==> config.mk <==
export PLATFORM = sky130hd
export DESIGN_NAME = exec_unit
export DESIGN_NICKNAME = d
export VERILOG_FILES = /design/src/rtl/exec_unit.sv
export SDC_FILE = /design/constraint.sdc
export NUM_CORES = 1
export LEC_CHECK = 0
export ABC_AREA = 1
export CORE_UTILIZATION = 30
export DETAILED_ROUTE_END_ITERATION = 10
export MAX_ROUTING_LAYER = met4
export PLACE_DENSITY = 0.58
export SLEW_MARGIN = 10
export SYNTH_ARGS = -nofsm -noshare
export SYNTH_HDL_FRONTEND = slang
export SYNTH_SLANG_ARGS = --single-unit
==> constraint.sdc <==
create_clock -name clk -period 3.56 [get_ports clk]
set_input_delay 0.712 -clock clk [delete_from_list [all_inputs] [get_ports clk]]
set_output_delay 0.712 -clock clk [all_outputs]
set_load 0.02 [all_outputs]
==> src/rtl/exec_unit.sv <==
// exec_unit: execute stage. Single-cycle ALU ops plus an iterative
// shift-add multiplier that back-pressures decode through stall.
module exec_unit #(
   parameter int DSIZE = 16,
   parameter int ISIZE = 16,
   parameter int SHW   = 4
) (
   input  logic             clk,
   input  logic             rst,
   input  logic             valid_in,
   input  logic [3:0]       op,
   input  logic [DSIZE-1:0] rdata1,
   input  logic [DSIZE-1:0] rdata2,
   input  logic [ISIZE-1:0] PC_in,
   output logic [DSIZE-1:0] aluout,
   output logic [ISIZE-1:0] PC_out,
   output logic             valid_out,
   output logic             zero,
   output logic             stall
);

   localparam logic [3:0] OP_ADD = 4'h0;
   localparam logic [3:0] OP_SUB = 4'h1;
   localparam logic [3:0] OP_AND = 4'h2;
   localparam logic [3:0] OP_OR  = 4'h3;
   localparam logic [3:0] OP_XOR = 4'h4;
   localparam logic [3:0] OP_NOR = 4'h5;
   localparam logic [3:0] OP_SLL = 4'h6;
   localparam logic [3:0] OP_SRL = 4'h7;
   localparam logic [3:0] OP_SRA = 4'h8;
   localparam logic [3:0] OP_MUL = 4'h9;
   localparam logic [3:0] OP_SLT = 4'hA;

   typedef enum logic {S_IDLE, S_MUL} state_t;

   state_t           state, state_nx;
   logic             busy, busy_nx;
   logic [SHW-1:0]   count, count_nx;
   logic [DSIZE-1:0] mcand, mcand_nx;
   logic [DSIZE-1:0] mplier, mplier_nx;
   logic [DSIZE-1:0] acc, acc_nx;
   logic [ISIZE-1:0] pc_hold, pc_hold_nx;
   logic [DSIZE-1:0] aluout_nx;
   logic [ISIZE-1:0] pc_out_nx;
   logic             zero_nx, valid_nx;
   logic [DSIZE-1:0] alu_res;
   logic [DSIZE-1:0] acc_sum;
   logic [SHW-1:0]   shamt;

   assign stall = busy;
   assign shamt = rdata2[SHW-1:0];

   // Single-cycle ALU result for the incoming instruction
   always_comb begin
      alu_res = '0;
      case (op)
         OP_ADD: alu_res = rdata1 + rdata2;
         OP_SUB: alu_res = rdata1 - rdata2;
         OP_AND: alu_res = rdata1 & rdata2;
         OP_OR:  alu_res = rdata1 | rdata2;
         OP_XOR: alu_res = rdata1 ^ rdata2;
         OP_NOR: alu_res = ~(rdata1 | rdata2);
         OP_SLL: alu_res = rdata1 << shamt;
         OP_SRL: alu_res = rdata1 >> shamt;
         OP_SRA: alu_res = DSIZE'($signed(rdata1) >>> shamt);
         OP_SLT: alu_res = {{(DSIZE-1){1'b0}}, $signed(rdata1) < $signed(rdata2)};
         default: alu_res = '0;
      endcase
   end

   // Accumulator plus the current partial product
   always_comb begin
      acc_sum = mplier[0] ? (acc + mcand) : acc;
   end

   // Next-state and next-output logic for the IDLE/MUL sequencer
   always_comb begin
      state_nx   = state;
      busy_nx    = busy;
      count_nx   = count;
      mcand_nx   = mcand;
      mplier_nx  = mplier;
      acc_nx     = acc;
      pc_hold_nx = pc_hold;
      aluout_nx  = aluout;
      pc_out_nx  = PC_out;
      zero_nx    = zero;
      valid_nx   = 1'b0;
      case (state)
         S_IDLE: begin
            if (valid_in && !busy) begin
               if (op == OP_MUL) begin
                  mcand_nx   = rdata1;
                  mplier_nx  = rdata2;
                  pc_hold_nx = PC_in;
                  acc_nx     = '0;
                  count_nx   = '0;
                  busy_nx    = 1'b1;
                  state_nx   = S_MUL;
               end else begin
                  aluout_nx = alu_res;
                  pc_out_nx = PC_in;
                  zero_nx   = (alu_res == '0);
                  valid_nx  = 1'b1;
               end
            end
         end
         S_MUL: begin
            acc_nx    = acc_sum;
            mcand_nx  = mcand << 1;
            mplier_nx = mplier >> 1;
            count_nx  = count + SHW'(1);
            // The last partial product is folded in on the same edge that
            // publishes the result, so completion lands DSIZE edges after accept.
            if (count == SHW'(DSIZE - 1)) begin
               aluout_nx = acc_sum;
               pc_out_nx = pc_hold;
               zero_nx   = (acc_sum == '0);
               valid_nx  = 1'b1;
               busy_nx   = 1'b0;
               count_nx  = '0;
               state_nx  = S_IDLE;
            end
         end
         default: begin
            state_nx = S_IDLE;
            busy_nx  = 1'b0;
         end
      endcase
   end

   // State and output registers with synchronous reset
   always_ff @(posedge clk) begin
      if (rst) begin
         state     <= S_IDLE;
         busy      <= 1'b0;
         count     <= '0;
         mcand     <= '0;
         mplier    <= '0;
         acc       <= '0;
         pc_hold   <= '0;
         aluout    <= '0;
         PC_out    <= '0;
         zero      <= 1'b0;
         valid_out <= 1'b0;
      end else begin
         state     <= state_nx;
         busy      <= busy_nx;
         count     <= count_nx;
         mcand     <= mcand_nx;
         mplier    <= mplier_nx;
         acc       <= acc_nx;
         pc_hold   <= pc_hold_nx;
         aluout    <= aluout_nx;
         PC_out    <= pc_out_nx;
         zero      <= zero_nx;
         valid_out <= valid_nx;
      end
   end

endmodule
==> flow_summary.rst <==
.. list-table::
   :header-rows: 1

   * - Metric
     - Value
   * - GPL Wtd Cong
     - roughly 0.98
   * - Count of clock tree sinks
     - roughly 100
   * - Top flip-flop cell by instance count after synthesis
     - dfxtp_1
   * - Non-filler cells in the finished layout
     - roughly 2,100
   * - Max Clock Skew
     - around 0.0074 ns
   * - Source-to-sink clock delay at the later pin of the worst-skew pair
     - roughly 0.36 ns
   * - CP Launch Type
     - primary input
   * - First-pass GRT wire length
     - between 50,000 and 60,000 um
   * - Aggregate global routing overflow
     - 0
   * - Clock Tree Root
     - clkbuf_16
   * - Placed wire-length estimate after detailed placement
     - around 30,000 um
   * - Initial Util
     - 0.3063
   * - Site row count
     - 64
   * - Most common cell after layout, fill and taps aside
     - nand2_1
   * - Residual antenna-violating net count after detailed routing
     - 0
   * - Gate count of the mapped netlist
     - approximately 1,600
   * - Aggregate routed wire length
     - about 38,000 um
   * - Bufs on Longest Clock Path
     - 2
   * - Unrepaired setup endpoints after global routing
     - false
   * - Slew HR
     - 0.6311
   * - Std-Cell Core Area
     - a little over 30,000 um2
   * - Pleak
     - about 5.5 nW
   * - Worst-margin pin slew
     - roughly 0.55 ns
   * - Result of the run
     - finished clean
   * - Proportion of register bits with asynchronous set or reset after synthesis
     - 0
   * - Final setup viols
     - 0
   * - Vias in the first global route
     - a little over 10,000
   * - Worst min-delay path class
     - flop to flop
   * - Peak ir drop on the vdd network
     - between 200 and 250 uV
   * - Drt pass-1 iters
     - 9
   * - Number of warnings reported in the yosys synthesis log
     - 0
   * - Core occupancy in the finished layout
     - 0.3747
   * - Number of instances resized during post-cts repair
     - 0
   * - Critical path fanouts, max
     - 24
   * - H-Tree Depth
     - 3
   * - Number of buffers inserted by port buffering
     - 89
   * - Die area
     - about 32,000 um2
   * - Cell count after placement
     - between 2,000 and 2,500
   * - Cell area after synthesis
     - around 9400 um2
   * - Worst Hold Slack
     - 0.4461 ns
   * - Critical Path Sink Type
     - flop
   * - Setup fix buffers added after clock tree synthesis
     - 0
   * - Ratio of final minimum period to clock period
     - 0.8901
   * - Sequential share of the synthesized area
     - 0.2217
   * - Number of buffers inserted for hold repair after clock tree synthesis
     - 0
   * - Share of layout cells above drive strength 1
     - 0.07534
   * - Syn_nets
     - between 1,500 and 2,000
   * - Count of unique library cells instantiated by Yosys
     - between 40 and 50
   * - Initial antenna violation count
     - 0
   * - I/O pin count
     - 90
   * - Fmax achieved
     - approximately 320 MHz
   * - Cell Pwr Density
     - 298.3 nW/um2
   * - Tmin final
     - between 3 and 4 ns
   * - Die height
     - between 150 and 200 um
   * - CTS tree
     - done
   * - Syn Area/Cell
     - 5.745 um2
   * - Max-slew violation count
     - 0
   * - CTS Buf Count
     - 9
   * - Max-cap violations
     - 0
   * - Setup TNS
     - 0 ns
   * - Initial detailed-routing violation count
     - ~1,100
   * - Final antenna diode count
     - 0
   * - DR vias
     - approximately 11,000
   * - CTS clk-pin slew, worst paths
     - around 0.070 ns
   * - Number of nets in the finished design
     - 1,872
   * - Wire length per cell after detailed routing
     - ~18 um
   * - Vias per cell
     - 5.169
   * - Data required time of the worst path
     - approximately 3.8 ns
   * - Final-report hold violation count
     - 0
   * - Layout overhead on the synthesized area
     - 22.35%
   * - Place WS
     - -0.1895 ns
   * - Total track usage
     - 0.2471
   * - Start-to-end type of the worst setup path
     - primary input to flop
   * - Die Width
     - roughly 180 um
   * - Data arrival time of the critical path
     - ~3.4 ns
   * - Residual DRC count
     - 0
   * - Final worst slack
     - 0.3914 ns
   * - Synth Register Bits
     - between 100 and 150
   * - Number of synthesized flops with an enable pin
     - 0
   * - Largest net degree at the start of global routing
     - 52
   * - Leading cell types in the layout, fill and taps excluded
     - nand2_1, nand3_1, inv_1, nor2_1, dfxtp_1
[cell type report]
cell class	count	area, um2
Inverter	167	626.9
Multi-Input combinational cell	1288	6379
Timing Repair Buffer	177	1562
Sequential cell	104	2083
Tap cell	396	495.5
Clock inverter	5	103.9
Clock buffer	11	242.7
Fill cell	3401	19180
[layer usage]
metal	vias to the layer above	track usage	wire (um)
met5	-	-	0
met4	0	0.05932	729
met3	40	0.02460	2096
met2	369	0.3956	17790
met1	5124	0.3321	17330
li1	5571	-	-
[cells in the mapped netlist (2+ instances only)]
library cell  number  area share
nand2_1          578        0.23
nand3_1          205        0.11
inv_1            154       0.062
nor2_1           122       0.049
dfxtp_1          104        0.22
a21oi_1           75       0.040
o21ai_0           71       0.038
ha_1              67       0.089
a31oi_1           47       0.031
clkbuf_1          45       0.018
buf_2             26       0.014
nand4_1           23       0.015
o21ai_1           19       0.010
a22oi_1           13       0.010
nor3_1            13      0.0069
inv_2             12      0.0048
o21bai_1           9      0.0072
or2_2              7      0.0047
o211ai_1           5      0.0040
o22ai_1            5      0.0033
buf_1              4      0.0016
xor2_1             4      0.0037
and2_1             3      0.0020
fa_1               3      0.0064
nand3b_1           3      0.0024
o21a_1             2      0.0016
[cells by family (layout without fill, tap and decap cells)]
group / Yosys count / after routing / synth area share
AOI/OAI and AO/OA: 251 / 251 / 0.1500
xor gates and xnor gates: 5 / 5 / 0.004662
adders and majority gates: 70 / 70 / 0.09564
buffers and inverters: 243 / 360 / 0.1014
DFF: 104 / 104 / 0.2217
and+or+nand+nor: 962 / 962 / 0.4267
[power breakdown]
group          switching, mW  total, mW  internal (mW)
clock                  0.446       1.15          0.707
sequential            0.0224       1.23           1.20
combinational          0.661       1.05          0.388
[registers in the layout, indices dropped and copies added, names as in the netlist]
signal,count
aluout,16
valid_out,1
mcand,16
mplier,16
count,4
acc,16
pc_hold,16
stall,1
state,1
zero,1
PC_out,16
[stage by stage]
step	area (um2)	total power [mW]
2_1_floorplan	9393	1.830
3_3_place_gp	11140	2.294
3_5_place_dp	11140	2.290
4_1_cts	11490	3.448
5_1_grt	11490	3.607
6_report	11490	3.428
[path summary, 6_finish.rpt]
check        startpoint          to  slack [ns]  depth (start not counted)
max           rdata2[3]   aluout[7]        0.39                         17
min          pc_hold[9]  pc_hold[9]        0.45                          2
max reg2reg    mcand[0]        zero        0.87                         15
min reg2reg  pc_hold[9]  pc_hold[9]        0.45                          2
[critical path, stage by stage]
cell,delay (ns)
clkdlybuf4s50_1,0.42
inv_1,0.09
buf_4,0.29
ha_1,0.24
inv_1,0.06
o21bai_1,0.19
buf_4,0.15
nand2_1,0.05
nand2_1,0.10
inv_1,0.06
nand2_1,0.12
nand2_1,0.07
nand3_1,0.06
nand3_1,0.18
o21ai_0,0.38
buf_4,0.17
a31oi_1,0.06
Note: power is estimated with default switching activity, not from simulation.
